<file path="src/rtl/vote_pkg.sv">
// Shared types and constants for the three-voter ballot sequencer.
package vote_pkg;
  localparam int NUM_VOTERS = 3;
  localparam int CNT_W      = 8;

  typedef enum logic [1:0] {
    IDLE    = 2'd0,
    COLLECT = 2'd1,
    DECIDE  = 2'd2,
    HOLD    = 2'd3
  } vote_state_t;
endpackage

</file>
<file path="src/rtl/vote_sequencer_if.sv">
// Ballot bus: control/vote inputs from the master, status and result back from the sequencer.
interface vote_sequencer_if;
  import vote_pkg::*;

  logic                  start;
  logic [NUM_VOTERS-1:0] vote_valid;
  logic [NUM_VOTERS-1:0] vote_val;
  logic                  busy;
  logic [NUM_VOTERS-1:0] voted;
  logic                  result;
  logic                  result_valid;
  logic                  result_ready;
  logic                  timed_out;

  modport master (
    output start, vote_valid, vote_val, result_ready,
    input  busy, voted, result, result_valid, timed_out
  );

  modport slave (
    input  start, vote_valid, vote_val, result_ready,
    output busy, voted, result, result_valid, timed_out
  );
endinterface

</file>
<file path="src/rtl/maj3_voter.sv">
// Combinational 2-of-3 majority.
module maj3_voter (
  input  logic [2:0] votes,
  output logic       maj
);
  assign maj = (votes[0] & votes[1]) | (votes[0] & votes[2]) | (votes[1] & votes[2]);
endmodule

</file>
<file path="src/rtl/vote_sequencer.sv">
// Ballot sequencer: collects one vote per voter, decides by majority, holds the result
// until accepted. Define VOTE_SEQUENCER_TIMEOUT_EN to force a ballot closed after TIMEOUT_CYCLES.
module vote_sequencer
  import vote_pkg::*;
#(
  parameter int TIMEOUT_CYCLES = 16
) (
  input logic             clk,
  input logic             rst_n,
  vote_sequencer_if.slave bus
);
  localparam logic [NUM_VOTERS-1:0] ALL_VOTED = '1;

  if (TIMEOUT_CYCLES < 2 || TIMEOUT_CYCLES > 255) begin : g_bad_timeout
    $error("TIMEOUT_CYCLES out of range 2..255");
  end

  vote_state_t           state;
  logic [NUM_VOTERS-1:0] voted, votes;
  logic [NUM_VOTERS-1:0] acc, mask_nxt, votes_nxt;
  logic                  result_q, result_valid_q, maj;

  // First strobe per voter wins; later strobes from the same voter are dropped.
  assign acc       = bus.vote_valid & ~voted;
  assign mask_nxt  = voted | acc;
  assign votes_nxt = votes | (bus.vote_val & acc);

  maj3_voter u_maj (
    .votes (votes & voted),
    .maj   (maj)
  );

`ifdef VOTE_SEQUENCER_TIMEOUT_EN
  logic [CNT_W-1:0] cnt;
  logic             timed_out_q;
  logic             expire;

  assign expire = (cnt == CNT_W'(TIMEOUT_CYCLES - 1));

  always_ff @(posedge clk) begin
    if (!rst_n) begin
      cnt         <= '0;
      timed_out_q <= 1'b0;
    end else if (state == IDLE && bus.start) begin
      cnt         <= '0;
      timed_out_q <= 1'b0;
    end else if (state == COLLECT) begin
      cnt <= cnt + 1'b1;
      if (mask_nxt != ALL_VOTED && expire) timed_out_q <= 1'b1;
    end
  end

  assign bus.timed_out = timed_out_q;
`else
  logic expire;
  assign expire        = 1'b0;
  assign bus.timed_out = 1'b0;
`endif

  always_ff @(posedge clk) begin
    if (!rst_n) begin
      state          <= IDLE;
      voted          <= '0;
      votes          <= '0;
      result_q       <= 1'b0;
      result_valid_q <= 1'b0;
    end else begin
      case (state)
        IDLE: if (bus.start) begin
          state <= COLLECT;
          voted <= '0;
          votes <= '0;
        end
        COLLECT: begin
          voted <= mask_nxt;
          votes <= votes_nxt;
          if (mask_nxt == ALL_VOTED || expire) state <= DECIDE;
        end
        DECIDE: begin
          result_q <= maj;
          state    <= HOLD;
        end
        HOLD: begin
          // Valid rises the cycle after the result register loads, then waits for ready.
          if (!result_valid_q) begin
            result_valid_q <= 1'b1;
          end else if (bus.result_ready) begin
            result_valid_q <= 1'b0;
            state          <= IDLE;
          end
        end
        default: state <= IDLE;
      endcase
    end
  end

  assign bus.busy         = (state != IDLE);
  assign bus.voted        = voted;
  assign bus.result       = result_q;
  assign bus.result_valid = result_valid_q;
endmodule

</file>
<file path="src/flat_wrapper.sv">
// flat-port wrapper written by rule: the top's interface ports become plain ports
module vote_sequencer_flat import vote_pkg::*;
#(
  parameter int TIMEOUT_CYCLES = 16
)
  (clk, rst_n, bus_start, bus_vote_valid, bus_vote_val, bus_result_ready, bus_busy, bus_voted, bus_result, bus_result_valid, bus_timed_out);
  vote_sequencer_if bus_i ();
  input logic clk;
  input logic rst_n;
  input wire logic [$bits(bus_i.start)-1:0] bus_start;
  input wire logic [$bits(bus_i.vote_valid)-1:0] bus_vote_valid;
  input wire logic [$bits(bus_i.vote_val)-1:0] bus_vote_val;
  input wire logic [$bits(bus_i.result_ready)-1:0] bus_result_ready;
  output wire logic [$bits(bus_i.busy)-1:0] bus_busy;
  output wire logic [$bits(bus_i.voted)-1:0] bus_voted;
  output wire logic [$bits(bus_i.result)-1:0] bus_result;
  output wire logic [$bits(bus_i.result_valid)-1:0] bus_result_valid;
  output wire logic [$bits(bus_i.timed_out)-1:0] bus_timed_out;
  assign bus_i.start = bus_start;
  assign bus_i.vote_valid = bus_vote_valid;
  assign bus_i.vote_val = bus_vote_val;
  assign bus_i.result_ready = bus_result_ready;
  assign bus_busy = bus_i.busy;
  assign bus_voted = bus_i.voted;
  assign bus_result = bus_i.result;
  assign bus_result_valid = bus_i.result_valid;
  assign bus_timed_out = bus_i.timed_out;
  vote_sequencer #(.TIMEOUT_CYCLES(TIMEOUT_CYCLES)) u_core (.clk(clk), .rst_n(rst_n), .bus(bus_i));
endmodule
</file>
<file path="config.mk">
export PLATFORM = sky130hd
export DESIGN_NAME = vote_sequencer_flat
export DESIGN_NICKNAME = d
export VERILOG_FILES = /design/src/rtl/vote_pkg.sv /design/src/rtl/vote_sequencer_if.sv /design/src/rtl/maj3_voter.sv /design/src/rtl/vote_sequencer.sv /design/src/flat_wrapper.sv
export SDC_FILE = /design/constraint.sdc
export NUM_CORES = 1
export LEC_CHECK = 0
export CAP_MARGIN = 15
export CORE_AREA = 2 2 39 41
export CTS_CLUSTER_DIAMETER = 40
export CTS_CLUSTER_SIZE = 14
export DETAILED_ROUTE_END_ITERATION = 10
export DIE_AREA = 0 0 41 43
export PLACE_DENSITY = 0.73
export SETUP_SLACK_MARGIN = 0.3
export SLEW_MARGIN = 10
export SYNTH_ARGS = -nofsm -noshare
export SYNTH_HDL_FRONTEND = slang
export SYNTH_SLANG_ARGS = --single-unit
</file>
<file path="constraint.sdc">
create_clock -name clk -period 3.3 [get_ports clk]
set_clock_uncertainty 0.1 [all_clocks]
set_input_delay 0.495 -clock clk [delete_from_list [all_inputs] [get_ports clk]]
set_output_delay 0.495 -clock clk [all_outputs]
set_load 0.01 [all_outputs]
</file>
# After elaboration in Yosys (flattened, before gate mapping)
# Cells that the tools add are included.
[word_totals] input_bits=10 regBits=10 out_inout_bits=7 elab_cells=39
[op_classes] n_eq_ne=8 n_reduce_logical=5 n_bitwise=11 n_mux=10
[op_table] operator="one-hot mux 3 bit (2 select lines)" n=2
[op_table] operator="bitwise AND 3 bit" n=3
[op_table] operator="two-way mux 2 bit" n=4
[op_table] operator="one-hot mux 2 bit (4 select lines)" n=1
[op_table] operator="bitwise OR 3 bit" n=2
[op_table] operator="equality test 2 bit (second input constant)" n=2
[op_table] operator="inequality test 2 x 1 -> 1 bit (second input constant)" n=2
[op_table] operator="inequality test 2 bit (second input constant)" n=2
[op_table] operator="AND reduction 4 bit" n=1
[op_table] operator="nonzero test 2 bit" n=2
[op_table] operator="bitwise AND 1 bit" n=3
[op_table] operator="equality test 3 bit (second input constant)" n=1
[op_table] operator="two-way mux 3 bit" n=1
[op_table] operator="NOT 3 bit" n=1
[op_table] operator="equality test 2 x 1 -> 1 bit (second input constant)" n=1
[op_table] operator="logical NOT 2 bit" n=1
[op_table] operator="two-way mux 1 bit" n=2
[op_table] operator="bitwise OR 1 bit" n=2
[op_table] operator="AND reduction 2 bit" n=1

# Longest topological paths before layout
# Gate-level depths: netlist of the first run.
[depth] depth_word=6 ltp_mapped=6 depth_no_buf=6

# Modules after synthesis
# Synthesis of the first run repeated with hierarchy kept, for this count alone.
[hier_totals] hier_cells=57 area_unflattened_um2=521.8
[by_module_without_submodules] mod="vote_sequencer" cells_per_inst=56 area_per_inst_um2=510.5 instances=1 seq_area_each_um2=200.2
[by_module_without_submodules] mod="maj3_voter" cells_per_inst=1 area_per_inst_um2=11.3 instances=1 seq_area_each_um2=0.0

# Worst setup path after synthesis of the first run
# No wires, ideal clock.
[synth_path] path_kind="register to register" start="reg u_core.state[0]" end="reg u_core.state[0]" period_less_slack_ps=1520 setup_slack_ps=1780 path_stages_with_launch=7 setup_ps=122 path_buffers=0 arrival_time_ps=1299 required_ps=3078 cell_sequence="dfxtp_1 inv_1 ha_1 inv_1 a2bb2oi_4 nand2_2 o311a_1"
[synth_between] elab_chain_len=3 elab_cells_between_ends=10 classes_between="eq/ne (7); mux (1); reduce/logical (2)"
[synth_lines] element="from (decl)" line="vote_sequencer.sv:18" rtl="vote_state_t state;"
[synth_lines] element="from (signal assigned)" line="vote_sequencer.sv:62" rtl="state <= IDLE;"
[synth_lines] element="from (signal assigned)" line="vote_sequencer.sv:70" rtl="state <= COLLECT;"
[synth_lines] element="from (signal assigned)" line="vote_sequencer.sv:77" rtl="if (mask_nxt == ALL_VOTED || expire) state <= DECIDE;"
[synth_lines] element="equality test 2 bit (tied with other cells)" line="vote_sequencer.sv:68" rtl="case (state)"
[synth_lines] element="inequality test 2 x 1 -> 1 bit (no source line) or inequality test 2 bit (tied branches)"
[synth_lines] element="AND reduction 4 bit (no source line)"
# Parallel ways exist; a longest one is shown, timed or not.
# A chain may end at the register's enable or synchronous reset.

# Final worst setup path of the first run
[layout_path] start="reg u_core.state[0]" end="out bus_busy"
[layout_between] elab_chain_len=1
[layout_lines] element="nonzero test 2 bit" line="vote_sequencer.sv:97" rtl="assign bus.busy = (state != IDLE);"
[layout_lines] element="to (decl)" line="flat_wrapper.sv:14" rtl="output wire logic [$bits(bus_i.busy)-1:0] bus_busy;"
# No other way between the ends.

==> summary.md, run 1 <==
| Metric | Value |
|---|---|
| Status | completed |
| Worst-path fanout max | 4 |
| VDD IR max | 0.4398 mV |
| Max clock buf depth | 2 |
| WP depth | 4 |
| Port buffer count | 15 |
| Power per cell area | 811.0 nW/µm² |
| Distinct cells, synth | 21 |
| Worst Setup SP | u_core.state[0]$_SDFFE_PN0P_ |
| Post-route setup TNS | 0 ns |
| Syn-to-layout area delta | 39.26% |
| # fillers | 137 |
| Clk slew on worst S/H paths | 0.07 ns |
| Main combinational cell family by area after synthesis | compound AO/OA/AOI/OAI gates |
| Startpoint Class | register |
| 1st-iter DRT viols | 5 |
| Setup Viol. Count Final | 0 |
| Commonest cells after routing, fill and taps aside | clkdlybuf4s50_1 (15), dfxtp_1 (10), nand2_1 (7), nor2_1 (7), inv_1 (6) |
| Area after DPL | 669.4 µm² |
| Synth Warn # | 0 |
| Crit share post-route | 68.53% |
| Commonest non-fill, non-tap cell in the layout | clkdlybuf4s50_1 |
| Worst-Skew Late Latency | 0.27 ns |
| Die height | 43 µm |
| Final core occ | 50.99% |
| Hold Crit Class | reg -> reg |
| CTS tree | done |
| R2R Setup Slk | 1.71 ns |
| Initial antenna violation count | 0 |
| Cell area after synthesis | 506.7 µm² |
| DIE AREA | 1763 µm² |
| Adder-cell share of the synthesized area | 11.85% |
| CORE AREA | 1384 µm² |
| Worst setup EP type | output pin |
| Crit path time final | 2.262 ns |
| # Post-CTS Setup Buffers | 0 |
| Worst setup path end | bus_busy |
| DR WL/cell | 10.91 µm |
| Avg Vias per Cell | 4.822 |
| All-Layer GR Usage | 13.10% |
| CP required | 2.70 ns |
| Syn Area/Cell | 9.049 µm² |
| Antenna Nets Post-Route | 0 |
| Share of cells above drive strength 1 | 10.81% |
| HP Start | u_core.votes[1]$_SDFFE_PN0P_ |
| Leakage power | 0.2805 nW |
| Simple-gate share of the synthesized area | 13.09% |
| Reg2reg start | u_core.state[0]$_SDFFE_PN0P_ |
| Total gr overflow | 0 |
| Post-synthesis mux area share | 4.938% |
| Root buffer cell | clkbuf_4 |
| FMAX | 442.2 MHz |
| Width of the chip | 41 µm |
| WP buf/inv | 3 |
| Vias in the first global route | 405 |
| Synth Area in XOR/XNOR | 0% |
| CTS Buf Count | 3 |
| Cells after Synth | 56 |
| H-tree levels | 1 |
| HPWL after DPL | 746.1 µm |
| Setup CP Type | reg -> out |
| Post-cts sizing count | 0 |
| Crit path arrival time | 1.67 ns |
| Largest net degree at the start of global routing | 7 |
| Reg-to-reg endpoint | u_core.state[0]$_SDFFE_PN0P_ |
| First-pass GRT wire length | 1.587 mm |
| DRC | 0 |
| Hold Buf Count CTS | 0 |
| Synth Area in Compound Gates | 23.95% |
| Reg2reg path depth | 6 |
| Finished Cell Area | 705.7 µm² |
| Multi-input logic area | 276.5 µm² |
| Post-Route WL | 982 µm |
| RSZ-0062 raised after global routing | no |
| Rows | 14 |
| Max incr delay on CP | 0.55 ns |
| Sequential area share after synthesis | 39.51% |
| Max-Cap Viols | 0 |
| Nets | 89 |
| CP dominant cell by count | inv_1 |
| Ports | 17 |
| N_diodes | 0 |
| GPL Wtd Cong | 0.7345 |
| Clock sink total | 10 |
| Reg area | 200.2 µm² |
| Top delay family on crit path | buffers and inverters |
| Total number of vias | 434 |
| Crit path max-delay cell type | clkdlybuf4s50_1 |
| Hold Violations, Final | 0 |
| Max Slew Vio Count | 0 |
| Synthesized Nets | 70 |
| Initial DRT Pass Iterations | 4 |
| Crit-path cells | inv_1, ha_1, inv_1, clkdlybuf4s50_1 |
| FF+latch count, synth | 10 |
| Initial Utilization | 36.62% |
-- cells by family after synthesis --
logic type,after synthesis
compound gates,15
fa+ha+maj,5
buf+inv,7
flops,10
mux,2
other cells,1
simple gates,16
-- worst min-delay path by stage --
| stage | end | slack, ns | depth (start not counted) |
|---|---|---|---|
| final | u_core.votes[1]$_SDFFE_PN0P_ | 0.38 | 2 |
| after global routing | u_core.votes[2]$_SDFFE_PN0P_ | 0.42 | 2 |
| after CTS | u_core.votes[1]$_SDFFE_PN0P_ | 0.38 | 2 |
| after detailed placement | u_core.votes[1]$_SDFFE_PN0P_ | 0.37 | 2 |
| after global placement | u_core.votes[1]$_SDFFE_PN0P_ | 0.35 | 2 |
| after floorplan | u_core.votes[0]$_SDFFE_PN0P_ | 0.34 | 2 |
-- flip-flops by register name (all words and copies together), names as in the netlist --
| register | cells |
|---|---|
| u_core.votes | 3 |
| u_core.bus.voted | 3 |
| u_core.bus.result_valid | 1 |
| u_core.state | 2 |
| u_core.bus.result | 1 |
-- tightest hold or removal path, stage by stage (launching register included) --
cell	delay, ns
dfxtp_1	0.33
a41oi_1	0.05
nor2_1	0.07
-- cells in the mapped netlist, drive strengths merged --
cell type / n / area (µm²)
a21oi: 4 / 20.02
mux2: 1 / 15.01
o22ai: 1 / 6.260
buf: 1 / 7.510
o311a: 1 / 10.01
conb: 1 / 3.750
mux2i: 1 / 10.01
ha: 4 / 50.05
o21ai: 3 / 18.77
a2bb2oi: 1 / 26.28
nand3b: 1 / 7.510
nor2: 7 / 26.28
maj3: 1 / 10.01
inv: 6 / 22.52
a31oi: 1 / 6.260
a21o: 1 / 7.510
dfxtp: 10 / 200.2
nand2: 8 / 32.54
a41oi: 3 / 26.28
-- per-layer routing --
metal / track usage (%) / vias to the layer above / part of all wire [%]
met1: 14.33 / 195 / 43
met4: 4.000 / 0 / 0
met2: 21.25 / 12 / 49
met3: 6.283 / 0 / 6.9
li1: - / 227 / -
met5: 0 / - / 0
-- stage by stage --
stage / hold slack (ns) / instances / power (mW) / setup WS, ns
global placement: 0.3546 / 86 / 0.4567 / 1.380
global route: 0.4178 / 90 / 0.6113 / 0.9361
floorplan: 0.3401 / 56 / 0.3701 / 1.780
detailed placement: 0.3683 / 86 / 0.4643 / 1.322
finish: 0.3767 / 90 / 0.5723 / 1.038
CTS: 0.3846 / 90 / 0.5806 / 1.030
-- report_power, final --
group / total (mW) / switching (mW) / internal, mW
registers: 0.185 / 0.0293 / 0.155
clock network: 0.112 / 0.0449 / 0.0669
logic: 0.276 / 0.127 / 0.149
-- area by class of cell --
class,count,share of cell area (%)
Multi-Input combinational cell,39,39.18
Sequential cell,10,28.37
Timing Repair Buffer,15,21.28
Clock buffer,4,5.142
Inverter,6,3.191
Tap cell,16,2.837
No activity file was read; power rests on OpenSTA's default activity.
==> inputs of run 2 (changes only) <==
- clock period: 3.3 -> 2.4 ns (I/O delays scaled with it)
==> run 2 against run 1 <==
Against the previous run: register-to-register slack got worse by 0.90 ns; hold slack unchanged; sequential cell count is the same; critical endpoint unchanged.
==> summary.md, run 2 (synthesis gave the netlist of run 1 again) <==
| Metric | Value |
|---|---|
| Initial Utilization | 36.62% (unchanged) |
| Worst setup EP type | output pin (unchanged) |
| Crit path time final | 1.855 ns |
| VDD IR max | 0.6031 mV (was 0.4398 mV) |
| DR WL/cell | 10.92 µm (was 10.91 µm) |
| Vias in the first global route | 408 (was 405) |
| Die height | 43 µm (unchanged) |
| Max clock buf depth | 2 (unchanged) |
| GPL Wtd Cong | 0.7346 (was 0.7345) |
| First-pass GRT wire length | 1.587 mm (unchanged) |
| Avg Vias per Cell | 4.822 (unchanged) |
| Crit share post-route | 77.29% |
| Setup Viol. Count Final | 0 (unchanged) |
| Ports | 17 (unchanged) |
| Startpoint Class | register (unchanged) |
| Root buffer cell | clkbuf_4 (unchanged) |
| Hold Violations, Final | 0 (unchanged) |
| Worst-Skew Late Latency | 0.27 ns (about the same) |
| Hold Buf Count CTS | 0 (unchanged) |
| Post-Route WL | 983 µm (was 982 µm) |
| Largest net degree at the start of global routing | 7 (unchanged) |
| N_diodes | 0 (unchanged) |
| Commonest cells after routing, fill and taps aside | clkdlybuf4s50_1 (14), dfxtp_1 (10), nand2_1 (7), nor2_1 (7), inv_1 (6) (was clkdlybuf4s50_1 (15), dfxtp_1 (10), nand2_1 (7), nor2_1 (7), inv_1 (6)) |
| # Post-CTS Setup Buffers | 0 (unchanged) |
| Share of cells above drive strength 1 | 10.81% (unchanged) |
| Setup CP Type | reg -> out (unchanged) |
| Antenna Nets Post-Route | 0 (unchanged) |
| H-tree levels | 1 (unchanged) |
| Nets | 89 (unchanged) |
| HPWL after DPL | 746.1 µm (unchanged) |
| DRC | 0 (unchanged) |
| Hold Crit Class | reg -> reg (unchanged) |
| Post-route setup TNS | 0 ns (unchanged) |
| Leakage power | 0.2829 nW (was 0.2805 nW) |
| FMAX | 539.1 MHz |
| Max-Cap Viols | 0 (unchanged) |
| # fillers | 138 (was 137) |
| Crit path arrival time | 1.39 ns (was 1.67 ns) |
| 1st-iter DRT viols | 5 (unchanged) |
| Reg area | 200.2 µm² (unchanged) |
| All-Layer GR Usage | 13.10% (unchanged) |
| Largest regs | u_core.bus.voted x3, u_core.votes x3, u_core.state x2 (unchanged) |
| Width of the chip | 41 µm (unchanged) |
| Clock sink total | 10 (unchanged) |
| CTS Buf Count | 3 (unchanged) |
| Total number of vias | 434 (unchanged) |
| CP required | 1.94 ns (was 2.70 ns) |
| CORE AREA | 1384 µm² (unchanged) |
| Max Slew Vio Count | 0 (unchanged) |
| Rows | 14 (unchanged) |
| Initial DRT Pass Iterations | 4 (unchanged) |
| Worst-path fanout max | 4 (unchanged) |
| RSZ-0062 raised after global routing | no (unchanged) |
| Multi-input logic area | 276.5 µm² (unchanged) |
| Power per cell area | 1104 nW/µm² (was 811.0 nW/µm²) |
| Status | completed (unchanged) |
| Initial antenna violation count | 0 (unchanged) |
| Clk slew on worst S/H paths | 0.07 ns (about the same) |
| Syn-to-layout area delta | 39.01% (was 39.26%) |
| Port buffer count | 15 (unchanged) |
| DIE AREA | 1763 µm² (unchanged) |
| Commonest non-fill, non-tap cell in the layout | clkdlybuf4s50_1 (unchanged) |
| Post-cts sizing count | 1 (was 0) |
| Final hold slack | 0.3767 ns (unchanged) |
| Total gr overflow | 0 (unchanged) |
| CTS tree | done (unchanged) |
-- run 2: routing by layer --
metal	GRT usage, %	share of wire [%]	vias up
li1	-	-	227
met5	0	0	-
met1	14.33	44	195
met2	21.25	49	12
met3	6.283	6.9	0
met4	4.000	0	0
-- run 2: through the flow --
| stage | area [µm²] | utilization [%] | cells | setup WS [ns] | total power [mW] |
|---|---|---|---|---|---|
| after CTS | 704.4 | 50.90 | 90 | 0.5371 | 0.7893 |
| final | 704.4 | 50.90 | 90 | 0.5451 | 0.7779 |
| after detailed placement | 669.4 | 48.37 | 86 | 0.5567 | 0.6384 |
| after global placement | 669.4 | 48.37 | 86 | 0.6149 | 0.6279 |
| after global routing | 704.4 | 50.90 | 90 | 0.4439 | 0.8315 |
| after floorplan | 506.7 | - | 56 | 0.8796 | 0.5088 |
-- run 2: cell type report --
| class | count | share of cell area [%] |
|---|---|---|
| flip-flops and latches | 10 | 28.42 |
| multi-input cells | 39 | 39.25 |
| repair buffers | 15 | 21.14 |
| clock buffers | 4 | 5.151 |
| inverters | 6 | 3.197 |
| well taps | 16 | 2.842 |
-- run 2: worst max-delay path, stage by stage, from the launching register on --
cell	delay (ns)
dfxtp_1	0.39
inv_1	0.08
ha_1	0.26
inv_1	0.13
dlygate4sd2_1	0.28
-- run 2: power by group --
group          switching [mW]  total [mW]  internal, mW
clock network          0.0617       0.154        0.0920
logic                   0.174       0.370         0.196
registers              0.0402       0.254         0.213
-- run 2: worst paths after layout --
| check | startpoint | end | slack [ns] | cells after the start |
|---|---|---|---|---|
| setup / recovery | u_core.state[0]$_SDFFE_PN0P_ | bus_busy | 0.55 | 4 |
| hold / removal | u_core.votes[1]$_SDFFE_PN0P_ | u_core.votes[1]$_SDFFE_PN0P_ | 0.38 | 2 |
| setup reg to reg | u_core.state[0]$_SDFFE_PN0P_ | u_core.state[0]$_SDFFE_PN0P_ | 0.81 | 6 |
| hold reg to reg | u_core.votes[1]$_SDFFE_PN0P_ | u_core.votes[1]$_SDFFE_PN0P_ | 0.38 | 2 |
==> patch, RTL diff (config.mk and constraints of run 2) <==
`NUM_VOTERS`: 3 -> 2.
--- a/src/rtl/vote_pkg.sv
+++ b/src/rtl/vote_pkg.sv
@@ -2,3 +2,3 @@
 package vote_pkg;
-  localparam int NUM_VOTERS = 3;
+  localparam int NUM_VOTERS = 2;
   localparam int CNT_W      = 8;
Interface: changed (resized bus_vote_val, bus_vote_valid and bus_voted); port bits go from 17 to 14. No check against the original RTL was run, so the function may have changed too.
==> patch against run 2 <==
  * Sequential power shrank 27%
  * Critical endpoint is now bus_voted[0]
  * Total power shrank 34%
  * Largest cell class unchanged
  * Worst setup slack improved by 170 ps
  * Count of clock-buffer cells in the layout decreased by 1
  * Wire length decreased by 5.4%
  * Core utilization fell by 7.7 points
  * Synthesized area decreased by 13%
  * Sequential share of layout area shrank 1.4 points
  * Final area is 15% lower
  * Hold slack worse by 6.0 ps
  * Critical path depth fell by 3
  * Sequential cell count shrank 2
==> patch: results (changes against run 2) <==
CP max-delay cell: clkdlybuf4s50_1
Setup slack at placement: 492 ps (-64.9 ps)
Clk slew on worst S/H paths: 50 ps (-20 ps)
Commonest cells in the netlist: dfxtp_1, ha_1, mux2i_1
Main synth FF type: dfxtp_1
Reg2reg start: u_core.state[1]
Top Family by Delay on Critical Path: buffers and inverters
Largest registers: u_core.bus.voted (2), u_core.state (2), u_core.votes (2)
Vias per inst: 4.94 (+2.4%)
Cts bufs inserted: 3 (unchanged)
Clk Latency, worst-skew pair: 250 ps (-20 ps)
Worst setup path start: u_core.bus.voted[0]
Ys Warns: 0 (unchanged)
Post-Place Cell Area: 572 um2 (-15%)
Filler cells: 145 (+5.1%)
DRT iter0 DRCs: 4 (-1)
Vias in the first global route: 394 (-3.4%)
Area contributors post-synth: dfxtp_1, ha_1, mux2i_1
H-tree depth: 1 (unchanged)
DP Wirelength: 718 um (-3.7%)
CTS resizes: 1 (unchanged)
Synth cell types: 19 (-9.5%)
First-pass GRT wire length: 1410 um (-11%)
Count of input and output buffers: 12 (-3)
Pin count of the biggest net entering global routing: 9 (+2)
Final net count: 77 (-13%)
Tot GR Track Use: 0.129 (-0.00228)
Crit Path Max Fanout: 6 (+2)
Leak: 0.262 nW (-7.3%)
R2R cell count: 4 (-2)
Share of cells above drive strength 1: 0.0806 (-0.0275)
Arr. time, crit path: 1230 ps (-160 ps)
Gpl congestion: 0.729 (-0.71%)
Crit path largest cell delay: 570 ps (+180 ps)
Final WL: 930 um (-5.4%)
Fin. Hold Viols: 0 (unchanged)
Hold Crit Class: register to register
DRT Pass-1 Iters: 4 (unchanged)
Peak supply drop: 0.291 mV (-52%)
Max clock buf depth: 2 (unchanged)
Register area share after synthesis: 0.365 (-0.0304)
Post-Syn Area per Cell: 9.15 um2 (+1.1%)
Hold Crit Start: u_core.votes[1]
Syn nets: 61 (-13%)
Run status: complete, no violations
Hold Path Depth: 2 (unchanged)
==> patch: final timing paths <==
path	to	slack, ps
max	bus_voted[0]	710
min	u_core.votes[1]	370
max reg2reg	u_core.state[1]	740
min reg2reg	u_core.votes[1]	370
==> patch: stage by stage <==
stage | total power [mW] | std cells | hold WS (ps)
4_1_cts | 0.528 | 78 | 380
6_report | 0.516 | 78 | 371
3_3_place_gp | 0.414 | 75 | 347
3_5_place_dp | 0.421 | 75 | 368
2_1_floorplan | 0.335 | 48 | 329
5_1_grt | 0.559 | 78 | 392
==> patch: metal layers <==
metal / part of all wire / track usage
met5: 0 / 0
met2: 0.47 / 0.206
met3: 0.076 / 0.0628
met1: 0.41 / 0.104
met4: 0.043 / 0.120
==> patch: worst reg2reg max path, stage by stage, from the launching register on <==
cell	delay (ps)
dfxtp_1	370
inv_1	90
ha_1	280
a222oi_1	510
mux2i_1	240
==> patch: final cells by class <==
type	count	area, um2	share of cell area
flip-flops and latches	8	161	0.270
clock buffers	3	22.5	0.0377
inverters	5	18.8	0.0314
multi-input cells	34	253	0.423
repair buffers	12	123	0.205
well taps	16	20.0	0.0335
==> patch: cell families (layout without fill, tap and decap cells) <==
| kind of cell | after synthesis | in the layout | synth area share |
|---|---|---|---|
| buffers and inverters | 6 | 20 | 0.0598 |
| muxes | 5 | 5 | 0.114 |
| DFF | 8 | 8 | 0.365 |
| and+or+nand+nor | 11 | 11 | 0.140 |
| other | 1 | 1 | 0.00854 |
| adders and majority gates | 5 | 5 | 0.142 |
| AOI/OAI and AO/OA | 12 | 12 | 0.171 |
==> patch: power by group <==
part,total (mW),switching (mW),internal [mW],leakage [nW]
Clock,0.102,0.0452,0.0572,0.0138
Combinational,0.229,0.117,0.112,0.183
Sequential,0.185,0.0256,0.160,0.0653
